File: src/rtl/ebreak_halt_ctrl.sv
// Halt controller: an ebreak drains the LSU, reports once, then freezes the core; a watchdog reports a stall-out.
// Ebreak to halt_valid takes 2 cycles, plus one cycle per cycle that lsu_busy is held.
module ebreak_halt_ctrl #(
  parameter int XLEN    = 32,
  parameter int CNT_W   = 64,
  parameter int TIMEOUT = 1000000
) (
  input  logic             clk,
  input  logic             reset,
  input  logic             commit_valid,
  input  logic             isEbreak,
  input  logic [XLEN-1:0]  commit_pc,
  input  logic [XLEN-1:0]  a0,
  input  logic             lsu_busy,
  output logic             stall_req,
  output logic             halt_valid,
  output logic [XLEN-1:0]  halt_code,
  output logic [XLEN-1:0]  halt_pc,
  output logic             halt_good,
  output logic             halt_timeout,
  output logic             halted,
  output logic [CNT_W-1:0] cycle_cnt,
  output logic [CNT_W-1:0] retire_cnt
);

  typedef enum logic [1:0] {RUN, DRAIN, REPORT, HALTED} state_t;

  localparam int IDLE_W = (TIMEOUT > 1) ? $clog2(TIMEOUT + 1) : 1;

  state_t            state, state_nxt;
  logic [IDLE_W-1:0] idle_cnt;
  logic [XLEN-1:0]   last_pc;
  logic              eb_commit;
  logic              wd_fire;

  assign eb_commit = commit_valid && isEbreak;
  // A commit in the firing cycle clears the idle count, so it always beats the watchdog.
  assign wd_fire   = (TIMEOUT != 0) && !commit_valid &&
                     (idle_cnt == IDLE_W'(TIMEOUT - 1));

  always_ff @(posedge clk) begin
    if (reset) state <= RUN;
    else       state <= state_nxt;
  end

  always_comb begin
    state_nxt = state;
    case (state)
      RUN: begin
        if (eb_commit)    state_nxt = DRAIN;
        else if (wd_fire) state_nxt = REPORT;
      end
      DRAIN:   if (!lsu_busy) state_nxt = REPORT;
      REPORT:  state_nxt = HALTED;
      HALTED:  state_nxt = HALTED;
      default: state_nxt = RUN;
    endcase
  end

  always_comb begin
    stall_req  = (state != RUN);
    halt_valid = (state == REPORT);
    halted     = (state == HALTED);
    halt_good  = ((state == REPORT) || (state == HALTED)) &&
                 (halt_code == '0) && !halt_timeout;
  end

  always_ff @(posedge clk) begin
    if (reset) begin
      idle_cnt     <= '0;
      last_pc      <= '0;
      halt_code    <= '0;
      halt_pc      <= '0;
      halt_timeout <= 1'b0;
      cycle_cnt    <= '0;
      retire_cnt   <= '0;
    end else if (state == RUN) begin
      cycle_cnt <= cycle_cnt + CNT_W'(1);
      if (commit_valid) begin
        retire_cnt <= retire_cnt + CNT_W'(1);
        last_pc    <= commit_pc;
        idle_cnt   <= '0;
      end else if (TIMEOUT != 0) begin
        idle_cnt <= idle_cnt + IDLE_W'(1);
      end
      if (eb_commit) begin
        halt_code <= a0;
        halt_pc   <= commit_pc;
      end else if (wd_fire) begin
        halt_code    <= '1;
        halt_pc      <= last_pc;
        halt_timeout <= 1'b1;
      end
    end else if (state == DRAIN) begin
      cycle_cnt <= cycle_cnt + CNT_W'(1);
    end
  end

endmodule

File: config.mk
export PLATFORM = sky130hd
export DESIGN_NAME = ebreak_halt_ctrl
export DESIGN_NICKNAME = d
export VERILOG_FILES = /design/src/rtl/ebreak_halt_ctrl.sv
export SDC_FILE = /design/constraint.sdc
export NUM_CORES = 1
export LEC_CHECK = 0
export CORE_MARGIN = 2
export CORE_UTILIZATION = 40
export CTS_CLUSTER_SIZE = 16
export DETAILED_ROUTE_END_ITERATION = 8
export PLACE_DENSITY = 0.69
export SETUP_SLACK_MARGIN = 0.15
export SLEW_MARGIN = 40
export SYNTH_ARGS = -nofsm -noshare
export SYNTH_HDL_FRONTEND = slang
export SYNTH_SLANG_ARGS = --single-unit
File: constraint.sdc
create_clock -name clk -period 2.62 [get_ports clk]
set_clock_uncertainty 0.15 [all_clocks]
set_input_delay 0.262 -clock clk [delete_from_list [all_inputs] [get_ports clk]]
set_output_delay 0.262 -clock clk [all_outputs]
set_load 0.02 [all_outputs]
# Word level (Yosys, flattened, before mapping)
# Index checks and enable logic that the tools add are counted.
[word_totals]
out_inout_bits = 197
regBits = 247
word_cells = 46
[op_classes]
n_reduce_logical = 17
eq_ne = 6
add_sub_neg = 3
n_bitwise = 1
n_mux = 11
[ops]
columns = ["op", "n"]
rows = [
  ["$add A64 B1 Y64 const B", 2],
  ["$mux W32", 4],
  ["$mux W64", 2],
  ["$logic_not A32 Y1", 1],
  ["$add A20 B1 Y20 const B", 1],
  ["$eq A20 B20 Y1 const B", 1],
  ["$mux W20", 1],
  ["$mux W2", 3],
  ["$pmux W2 S3", 1],
  ["$reduce_and A2 Y1", 3],
  ["$reduce_bool A2 Y1", 3],
  ["$eq A2 B2 Y1 const B", 2],
  ["$logic_and A1 B1 Y1", 4],
  ["$ne A3 B3 Y1 const B", 1],
  ["$reduce_and A3 Y1", 1],
  ["$eq A2 B1 Y1 const B", 1],
  ["$logic_not A1 Y1", 2],
  ["$logic_not A2 Y1", 1],
  ["$ne A2 B2 Y1 const B", 1],
  ["$reduce_or A2 Y1", 1],
  ["$logic_or A1 B1 Y1", 1],
  ["$not A1 Y1", 1],
]

# Longest topological paths before layout
# Gate-level depths: netlist of run 1.
[logic_depth]
depth_word = 5
ltp_mapped = 8
mapped_depth_nobuf = 6

# Worst setup path before layout of run 1
# Ideal clock, no wire load.
[synth_timing]
path_type = "register to register"
startpoint = "register retire_cnt[0]"
endpoint = "register retire_cnt[36]"
setup_slack_ns = 0.027
setup_ns = 0.070
path_buffers = 1
stages_incl_launch_ff = 8
arrival_time_ns = 2.373
synth_period_minus_slack_ns = 2.593
path_cell_list = "dfxtp_1 ha_1 nand4bb_1 nor4_2 nand4_1 clkbuf_1 or3_1 a21oi_1"
[synth_between]
elab_chain_cells = 1
[synth_lines]
columns = ["element", "line", "source"]
rows = [
  ["from (decl)", "23", "output logic [CNT_W-1:0] retire_cnt"],
  ["from (signal assigned)", "80", "retire_cnt <= retire_cnt + CNT_W'(1);"],
  ["$add A64 B1 Y64", "80", ""],
]
# Every way passes these cells.
# A chain may end at the register's enable or synchronous reset.

# Worst setup path in the final report of run 1
[layout_timing]
startpoint = "register retire_cnt[0]"
endpoint = "register retire_cnt[58]"
# Same word-level chain as after synthesis.

==> flow_metrics.env, run 1 <==
export IMPL_final_util=0.572
export IMPL_pin_count=266
export IMPL_h_tree_depth=1
export IMPL_crit_path_end_kind="flop"
export IMPL_post_drt_wl_per_cell_um=16.5
export IMPL_yosysWarningCount=0
export IMPL_cts_buffers=28
export IMPL_dpl_cell_area_mm2=0.0143
export IMPL_grt_start_max_net_pins=91
export IMPL_crit_family="simple AND/OR/NAND/NOR gates"
export IMPL_fin_crit_sh=0.900
export IMPL_crit_arrival_ns=2.66
export IMPL_ff2ff_setup_slack_ns=0.26
export IMPL_status="completed"
export IMPL_ys_ff_latch=247
export IMPL_final_max_slew_viol_count=0
export IMPL_required_ns=2.93
export IMPL_final_cell_area_mm2=0.0153
export IMPL_drc_errors=0
export IMPL_postRouteAntennaNets=0
export IMPL_gr_total_overflow=0
export IMPL_ctsRootBufferMaster="clkbuf_16"
export IMPL_finalSetupViolations=0
export IMPL_synthArstFlopShare=0
export IMPL_worst_hold_path_type="in -> reg"
export IMPL_synth_compound_area_frac=0.0944
export IMPL_cts_max_path_buffers=3
export IMPL_critPathKind="reg -> reg"
export IMPL_final_hold_viol_count=0
export IMPL_power_density_mw_per_mm2=575
export IMPL_max_stage_delay_ns=0.42
export IMPL_detailedRoute_firstPassIterationCount=5
export IMPL_tightest_slew_ns=0.782
export IMPL_crit_top_cell="buf_4"
export IMPL_grt_pass1_vias=9749
export IMPL_place_port_buffers=265
export IMPL_syn_to_final_growth_pct=41.3
export IMPL_hpwl_mm=22.6
export IMPL_cp_num_buf_inv=2
export IMPL_yosysSeqAreaShare=0.456
export IMPL_initial_core_util=0.405
export IMPL_synth_edf_count=0
export IMPL_crit_chain="ha_1 -> nand4bb_4 -> nor4_4 -> buf_4 -> nand4_1 -> buf_4 -> or3_1 -> a21oi_1"
export IMPL_cp_slowest_cell="dfxtp_1"
export IMPL_drt_iter0_markers=786
export IMPL_syn_avg_cell_area_um2=8.31
export IMPL_synthMuxAreaShare=0.0346
export IMPL_std_cell_rows=60
export IMPL_path_max_fanout=11
export IMPL_track_usage=0.214
export IMPL_vias=10691
export IMPL_core_mm2=0.0268
export IMPL_synth_cells=1305
export IMPL_layout_min_cycle_time_ns=2.36
export IMPL_slew_limit_headroom=0.479
export IMPL_tritoncts="yes"
export IMPL_diodes=0
export IMPL_vdd_drop_max_uv=455
export IMPL_rsz0062_at_grt="yes"
export IMPL_hold_buffers=0
export IMPL_clock_latency_ns=0.53
export IMPL_cap_violations=0
export IMPL_synth_main_ff_cell="dfxtp_1"
export IMPL_power_leakage_uw=0.00530
export IMPL_place_gp_congestion=0.855
export IMPL_synth_xor_area_frac=0.0703
export IMPL_synth_simple_area_share=0.310
export IMPL_viasPerCell=5.45
export IMPL_grt_pass1_wl_mm=50.7
export IMPL_syn_num_nets=1377
export IMPL_die_h_um=169
export IMPL_antenna_found_initial=0
export IMPL_die_w_um=169
export IMPL_fmax_mhz=424
export IMPL_path_clk_slew_ns=0.06
export IMPL_synth_cell_types=44
export IMPL_post_place_ws_ns=-0.0902
export IMPL_syn_area_mm2=0.0108
export IMPL_nFillCells=2422
export IMPL_wl_mm=32.3
export IMPL_cts_sinks=247
export IMPL_synth_adder_area_share=0.00346
export IMPL_synth_top_family_by_area="simple AND/OR/NAND/NOR gates"
export IMPL_start_kind="flop"
export IMPL_drive_gt1_frac=0.0902
export IMPL_setup_slack_ns=0.263
export IMPL_num_nets_final=1673
export IMPL_die_area_mm2=0.0284
[kinds of logic after synthesis]
family	after synthesis
simple gates	663
flops	247
compound gates	177
buf+inv	91
xor+xnor	87
mux	37
fa+ha+maj	3
[flip-flops by register name, summed over array words and instances, names as in the netlist]
signal / cells
last_pc: 32
state: 2
cycle_cnt: 64
idle_cnt: 20
retire_cnt: 64
halt_code: 32
halt_timeout: 1
halt_pc: 32
[worst paths after layout]
kind,start,cells past startpoint,endpoint
worst min register to register,last_pc[23],2,last_pc[23]
worst max register to register,retire_cnt[0],8,retire_cnt[58]
worst min-delay path,reset,2,retire_cnt[52]
worst max-delay path,retire_cnt[0],8,retire_cnt[58]
[synth_stat cells, drive strengths merged, types with 2 or more instances]
master	n	share of area
o21ai	38	0.018
nand2	126	0.044
clkbuf	58	0.020
and4b	2	0.0018
nor3	105	0.048
nor4bb	2	0.0018
xor2	54	0.044
a211oi	32	0.022
or4	18	0.012
and3	15	0.0087
mux2	4	0.0042
xnor2	33	0.027
nand3	53	0.024
and4	5	0.0040
nor4b	2	0.0016
ha	3	0.0035
nor4	39	0.026
a311oi	2	0.0016
inv	19	0.0066
a21oi	87	0.040
nand4	72	0.042
nor2b	10	0.0058
o31ai	15	0.010
nor2	153	0.053
or2	7	0.0040
mux2i	33	0.030
or3	39	0.022
and2	6	0.0035
nand4b	3	0.0024
buf	14	0.0050
dfxtp	247	0.46
[layout make-up]
cell class / instances / area, um^2 / area share
Clock buffer: 42 / 845 / 0.0551
Multi-Input combinational cell: 967 / 5650 / 0.369
Inverter: 19 / 71.3 / 0.00465
Sequential cell: 247 / 4950 / 0.323
Clock inverter: 6 / 57.6 / 0.00376
Tap cell: 341 / 427 / 0.0278
Timing Repair Buffer: 338 / 3330 / 0.217
[stage by stage]
| stage | TNS [ns] | total power (uW) | std cells | hold slack [ns] |
|---|---|---|---|---|
| floorplan | 0 | 4600 | 1305 | 0.248 |
| global placement | -0.128 | 5060 | 1908 | 0.291 |
| detailed placement | -0.566 | 5080 | 1908 | 0.296 |
| CTS | 0 | 8900 | 1956 | 0.0774 |
| global route | 0 | 9170 | 1960 | 0.100 |
| finish | 0 | 8810 | 1960 | 0.0705 |
[routing by layer]
| metal | wire length, um | part of all wire | global-route usage | vias up |
|---|---|---|---|---|
| met5 | 0 | 0 | 0 | - |
| met4 | 574 | 0.018 | 0.0513 | 0 |
| met3 | 1540 | 0.048 | 0.0348 | 37 |
| met2 | 15400 | 0.48 | 0.360 | 289 |
| met1 | 14800 | 0.46 | 0.288 | 5095 |
| li1 | - | - | - | 5270 |
[timing repair]
action	CTS	global route
setup endpoints to repair	2	28
resized for setup	4	7
setup buffers	0	4
pin swaps	0	1
[where the power goes]
part	total [uW]	switching [uW]	internal (uW)
Combinational	1000	526	475
Sequential	4010	108	3900
Clock	3810	1500	2300
Total	8810	2140	6670
[cells in the final DEF, fill, tap and decap left out, drive strengths merged, types with 6 or more instances in the layout]
master,instances
or2,7
nor2,153
nor2b,10
a211oi,32
nand4,72
or4,18
nand2,126
o21ai,38
and2,6
xor2,54
o31ai,15
buf,74
xnor2,33
inv,19
and3,15
mux2i,33
a21oi,87
clkbuf,42
nand3,53
dfxtp,247
nor3,105
nor4,39
clkdlybuf4s50,261
or3,39
(Power assumes the default switching activity.)
==> inputs of run 2 (changes only) <==
Settings changed: ABC_AREA set to 1, CTS_BUF_LIST set to sky130_fd_sc_hd__clkbuf_2, GPL_TIMING_DRIVEN set to 0, PLACE_DENSITY 0.69 to 0.68.
==> run 2 against run 1 <==
Flip-flop and latch count unchanged. Combinational power increased by 8%. Utilization decreased by 1.7 points. Worst setup slack got worse by 0.10 ns. Critical path depth decreased by 4. Global-route usage increased by 3.0 points. Sequential share of layout area decreased by 2.8 points. Die area increased by 13%. Fmax decreased by 4.2%. Largest cell class unchanged.
==> flow_metrics.env, run 2 <==
export IMPL_die_area_mm2=0.0321
export IMPL_power_density_mw_per_mm2=486
export IMPL_power_leakage_uw=0.00685
export IMPL_crit_arrival_ns=2.05
export IMPL_reg_largest_list="cycle_cnt x64, retire_cnt x64"
export IMPL_detailedRoute_firstPassIterationCount=7
export IMPL_vias=13340
export IMPL_crit_family="simple AND/OR/NAND/NOR gates"
export IMPL_antenna_found_initial=2
export IMPL_cp_depth=4
export IMPL_ys_ff_latch=247
export IMPL_pin_count=266
export IMPL_final_cell_mix="nand2_1, nor2_1, dfxtp_1, clkdlybuf4s50_1, inv_1"
export IMPL_hp_start="a0[24]"
export IMPL_final_common_cell="nand2_1"
export IMPL_crit_chain="nor4_2 -> nand4_1 -> nor3_1 -> buf_2"
export IMPL_rsz0062_at_grt="yes"
export IMPL_cap_violations=0
export IMPL_worst_hold_path_type="in -> reg"
export IMPL_wl_mm=39.9
export IMPL_yosysWarningCount=0
export IMPL_cts_max_path_buffers=3
export IMPL_synthArstFlopShare=0
export IMPL_netlist_area_leader_share=0.403
export IMPL_path_clk_slew_ns=0.10
export IMPL_slew_limit_headroom=0.467
export IMPL_cp_num_buf_inv=1
export IMPL_finalSetupViolations=0
export IMPL_internal_power_uw=5800
export IMPL_drt_iter0_markers=804
export IMPL_cts_sinks=247
export IMPL_hpwl_mm=30.1
export IMPL_final_util=0.555
export IMPL_viasPerCell=5.00
export IMPL_ys_top_cells_by_area="dfxtp_1, nand2_1, nor2_1"
export IMPL_vdd_drop_max_uv=257
export IMPL_drive_gt1_frac=0.0965
export IMPL_switchingPower_uw=2380
export IMPL_clock_latency_ns=0.85
export IMPL_status="completed"
export IMPL_grt_start_max_net_pins=11
export IMPL_combPwrFrac=0.132
export IMPL_h_tree_depth=3
export IMPL_tightest_slew_ns=0.800
export IMPL_cp_slowest_cell="dfxtp_1"
export IMPL_postRouteAntennaNets=0
export IMPL_critPathKind="reg -> out"
export IMPL_nFillCells=2909
export IMPL_post_drt_wl_per_cell_um=14.9
export IMPL_num_nets_final=2286
export IMPL_fin_crit_sh=0.939
export IMPL_final_hold_viol_count=0
export IMPL_synth_commonest_cells="nand2_1, nor2_1, dfxtp_1, inv_1, nand3_1"
export IMPL_start_kind="flop"
export IMPL_syn_num_nets=1886
export IMPL_synth_area_leader_cell="dfxtp_1"
export IMPL_track_usage=0.244
export IMPL_grt_pass1_wl_mm=62.5
export IMPL_seq_power_share=0.489
export IMPL_syn_avg_cell_area_um2=6.76
export IMPL_synth_edf_count=0
export IMPL_ff2ff_setup_slack_ns=0.39
export IMPL_core_mm2=0.0303
export IMPL_required_ns=2.21
export IMPL_tritoncts="yes"
export IMPL_cts_buffers=70
export IMPL_yosysMostFrequentCell="nand2_1"
export IMPL_p_total_uw=8180
export IMPL_gr_total_overflow=0
export IMPL_crit_path_end_kind="output pin"
export IMPL_layout_min_cycle_time_ns=2.46
export IMPL_initial_core_util=0.404
export IMPL_min_to="halt_code[24]"
export IMPL_min_path_cells=4
export IMPL_final_max_slew_viol_count=0
export IMPL_die_w_um=179
export IMPL_synth_main_ff_cell="dfxtp_1"
export IMPL_path_max_fanout=3
export IMPL_ff2ff_path_depth=10
export IMPL_place_port_buffers=264
export IMPL_synth_cell_types=40
export IMPL_synth_cells=1814
export IMPL_r2r_start="retire_cnt[0]"
export IMPL_max_stage_delay_ns=0.35
export IMPL_place_gp_congestion=0.970
export IMPL_grt_pass1_vias=12654
export IMPL_clkPwrFrac=0.379
export IMPL_std_cell_rows=64
export IMPL_yosysSeqAreaShare=0.403
export IMPL_drc_errors=0
export IMPL_syn_area_mm2=0.0123
export IMPL_ctsRootBufferMaster="clkbuf_2"
export IMPL_die_h_um=179
export IMPL_fmax_mhz=406
export IMPL_reg2reg_to="retire_cnt[48]"
export IMPL_swShare=0.291
export IMPL_syn_to_final_growth_pct=37.3
run 2: changes by cell type in the layout (fill, tap and decap cells not counted), sizes merged, moves of 73 or more:
cell,before,now
nand2,126,397
inv,19,200
clkbuf,42,148
nor3,105,32
nor2,153,386
o21ai,38,115
run 2: how the worst max path moves through the flow:
stage                        startpoint              to
after floorplan           retire_cnt[1]  retire_cnt[48]
after global placement     commit_valid      halt_pc[7]
after detailed placement   commit_valid      halt_pc[8]
after CTS                  halt_code[2]       halt_good
after global routing       halt_code[5]       halt_good
final                     halt_code[11]       halt_good
run 2: kinds of logic after synthesis:
kind of cell / share of synthesized area
AOI/OAI and AO/OA: 0.114
xor gates and xnor gates: 0.0343
adders and majority gates: 0.00306
buffers and inverters: 0.0822
DFF: 0.403
muxes: 0.0119
and+or+nand+nor: 0.351
run 2: final cells by class:
type | count | area [um^2] | share of cell area
buffer | 56 | 265 | 0.0158
tap | 396 | 495 | 0.0294
antenna | 3 | 7.51 | 0.000446
inverter | 197 | 742 | 0.0441
clock buffer | 112 | 561 | 0.0333
timing repair buffer | 328 | 3320 | 0.197
sequential | 247 | 4950 | 0.294
multi-input combinational | 1314 | 6340 | 0.377
clock inverter | 15 | 139 | 0.00825
run 2: metrics by stage:
stage	hold WS, ns	instances	cell area, um^2	setup WS (ns)	TNS (ns)
final	0.0814	2668	16800	0.159	0
after global routing	0.0268	2667	16800	-0.00689	-0.00689
after CTS	0.00895	2665	16700	0.0496	0
after detailed placement	0.315	2474	15400	0.217	0
after global placement	0.309	2474	15400	0.231	0
after floorplan	0.255	1814	12300	0.712	0
run 2: per-layer routing:
layer | wire length, um | vias to the layer above | share of wire | track usage
met5 | 0 | - | 0 | 0
met4 | 1400 | 0 | 0.035 | 0.103
met3 | 2150 | 96 | 0.054 | 0.0418
met2 | 18900 | 410 | 0.47 | 0.411
met1 | 17500 | 6152 | 0.44 | 0.308
li1 | - | 6682 | - | -
run 2: timing repair:
item / CTS / global route
pin swaps: 0 / 1
buffers inserted: 0 / 0
endpoints found under the setup margin: 5 / 23
resized for setup: 11 / 34
hold buffers: 64 / 0
endpoints found under the hold margin: 105 / 0
run 2: power groups by stage:
stage / logic, uW / registers [uW] / clock network, uW
floorplan: 468 / 4150 / 0
global placement: 974 / 4070 / 0
detailed placement: 986 / 4080 / 0
CTS: 1070 / 3990 / 3190
global route: 1180 / 4020 / 3380
finish: 1080 / 4000 / 3100
run 2: worst register-to-register path, cell delays in order, from the launching register on:
cell and delay [ns]:
dfxtp_1 0.44, ha_1 0.27, nand3_1 0.22, inv_1 0.11
nand2_1 0.05, nor2_1 0.17, nand2_1 0.20, nor3_1 0.38
nand2_1 0.10, nand2_1 0.08, nor2_1 0.04
==> inputs of run 3 (changes only) <==
==> constraint.sdc (replaced) <==
create_clock -name clk -period 2.62 [get_ports clk]
set_clock_uncertainty 0.15 [all_clocks]
set_input_delay 0.524 -clock clk [delete_from_list [all_inputs] [get_ports clk]]
set_output_delay 0.524 -clock clk [all_outputs]
set_load 0.02 [all_outputs]
==> run 3 against run 2 <==
The flow now finishes with violations (setup timing). Final area decreased by 5.5%. Worst hold slack improved by 0.037 ns. Count of clock-buffer cells in the layout unchanged. Routed wire length decreased by 1.6%. Flip-flop and latch count unchanged. Utilization decreased by 3.0 points. Sequential power about the same. Non-clock buffer count decreased by 64. Critical path depth increased by 2. Power decreased by 1.6%. Via count decreased by 1.9%. Fmax decreased by 8.7%. Critical endpoint unchanged.
==> flow_metrics.env, run 3 (same netlist as run 2, synthesis figures left out) <==
export IMPL_cp_slowest_cell="dfxtp_2"
export IMPL_required_ns=1.95
export IMPL_cp_depth=6
export IMPL_ff2ff_setup_slack_ns=0.40
export IMPL_tritoncts="yes"
export IMPL_grt_start_max_net_pins=11
export IMPL_die_w_um=179
export IMPL_dpl_cell_area_mm2=0.0154
export IMPL_rsz0062_at_grt="yes"
export IMPL_cts_max_path_buffers=3
export IMPL_violations="setup timing"
export IMPL_crit_arrival_ns=2.02
export IMPL_ff2ff_path_depth=10
export IMPL_place_port_buffers=264
export IMPL_grt_pass1_wl_mm=61.4
export IMPL_hpwl_mm=30.1
export IMPL_p_total_uw=8050
export IMPL_crit_start="halt_code[31]"
export IMPL_crit_family="simple AND/OR/NAND/NOR gates"
export IMPL_hold_buffers=0
export IMPL_critPathKind="reg -> out"
export IMPL_h_tree_depth=3
export IMPL_final_cell_area_mm2=0.0159
export IMPL_place_gp_congestion=0.970
export IMPL_crit_path_end_kind="output pin"
export IMPL_vdd_drop_max_uv=257
export IMPL_initial_core_util=0.404
export IMPL_pin_count=266
export IMPL_nFillCells=3095
export IMPL_r2r_start="retire_cnt[0]"
export IMPL_finalSetupTns_ns=-0.0750
export IMPL_fmax_mhz=371
export IMPL_grt_pass1_vias=12303
export IMPL_track_usage=0.241
export IMPL_die_h_um=179
export IMPL_cap_violations=0
export IMPL_hp_start="commit_pc[27]"
export IMPL_reg2reg_to="retire_cnt[48]"
export IMPL_min_path_cells=3
export IMPL_cp_num_buf_inv=1
export IMPL_fin_crit_sh=1.03
export IMPL_vias=13089
export IMPL_syn_to_final_growth_pct=29.8
export IMPL_clock_latency_ns=0.86
export IMPL_start_kind="flop"
export IMPL_drc_errors=0
export IMPL_post_drt_wl_per_cell_um=15.1
export IMPL_final_cell_mix="nand2_1, nor2_1, dfxtp_1, inv_1, dlygate4sd2_1"
export IMPL_postRouteAntennaNets=0
export IMPL_layout_min_cycle_time_ns=2.69
export IMPL_detailedRoute_firstPassIterationCount=7
export IMPL_cts_sinks=247
export IMPL_drive_gt1_frac=0.101
export IMPL_drt_iter0_markers=732
export IMPL_cts_buffers=70
export IMPL_path_clk_slew_ns=0.10
export IMPL_worst_hold_path_type="in -> reg"
export IMPL_cts_resized_gates=217
export IMPL_slew_limit_headroom=0.466
export IMPL_num_nets_final=2222
export IMPL_die_area_mm2=0.0321
export IMPL_path_max_fanout=3
export IMPL_status="finished with violations"
export IMPL_core_mm2=0.0303
export IMPL_crit_chain="nor2_4 -> nand3_2 -> nor2_2 -> nand4_1 -> nor3_1 -> buf_2"
export IMPL_ctsRootBufferMaster="clkbuf_2"
export IMPL_postCtsSetupRepairBufs=0
export IMPL_finalSetupViolations=1
export IMPL_gr_total_overflow=0
export IMPL_power_density_mw_per_mm2=506
export IMPL_final_max_slew_viol_count=0
export IMPL_power_leakage_uw=0.00710
export IMPL_std_cell_rows=64
export IMPL_viasPerCell=5.03
export IMPL_tightest_slew_ns=0.800
export IMPL_wl_mm=39.3
export IMPL_antenna_found_initial=2
export IMPL_max_stage_delay_ns=0.35
export IMPL_min_to="last_pc[27]"
export IMPL_final_common_cell="nand2_1"
export IMPL_setup_slack_ns=-0.0750
export IMPL_reg_largest_list="cycle_cnt x64, retire_cnt x64"
export IMPL_final_hold_viol_count=0
[run 3: worst min-delay path: cells and delay by family]
family                 cells  cell delay (ns)
buffers and inverters      2             0.47
AOI/OAI and AO/OA          1             0.06
[run 3: worst max-delay path by stage]
stage                       endpoint  slack [ns]
final                      halt_good       -0.07
after global routing       halt_good       -0.26
after CTS                  halt_good       -0.17
after detailed placement  halt_pc[8]       -0.04
after global placement    halt_pc[7]       -0.03
after floorplan            halt_good        0.55
[run 3: stage by stage]
| step | hold slack, ns | setup WS [ns] | cells | utilization |
|---|---|---|---|---|
| floorplan | 0.287 | 0.553 | 1814 | - |
| global placement | 0.309 | -0.0313 | 2474 | 0.507 |
| detailed placement | 0.315 | -0.0449 | 2474 | 0.507 |
| CTS | 0.0398 | -0.172 | 2601 | 0.523 |
| global route | 0.0189 | -0.256 | 2603 | 0.524 |
| finish | 0.118 | -0.0750 | 2604 | 0.524 |
[run 3: final cells by class]
cell class | instances | area, um^2 | area share
Multi-Input combinational cell | 1314 | 6350 | 0.399
Sequential cell | 247 | 4960 | 0.312
Timing Repair Buffer | 264 | 2390 | 0.150
Inverter | 197 | 742 | 0.0467
Clock buffer | 112 | 561 | 0.0352
Tap cell | 396 | 495 | 0.0312
Buffer | 56 | 265 | 0.0167
Clock inverter | 15 | 139 | 0.00873
Antenna cell | 3 | 7.51 | 0.000472
[run 3: power breakdown]
part / switching, uW / leakage (uW) / internal, uW
clock network: 1690 / 0.000533 / 1410
registers: 102 / 0.00201 / 3900
logic: 565 / 0.00456 / 379
[run 3: per-layer routing]
metal / wire length, um / up-vias / global-route usage
li1: - / 6550 / -
met1: 17200 / 6038 / 0.302
met2: 18600 / 415 / 0.411
met3: 2190 / 86 / 0.0426
met4: 1290 / 0 / 0.0938
met5: 0 / - / 0
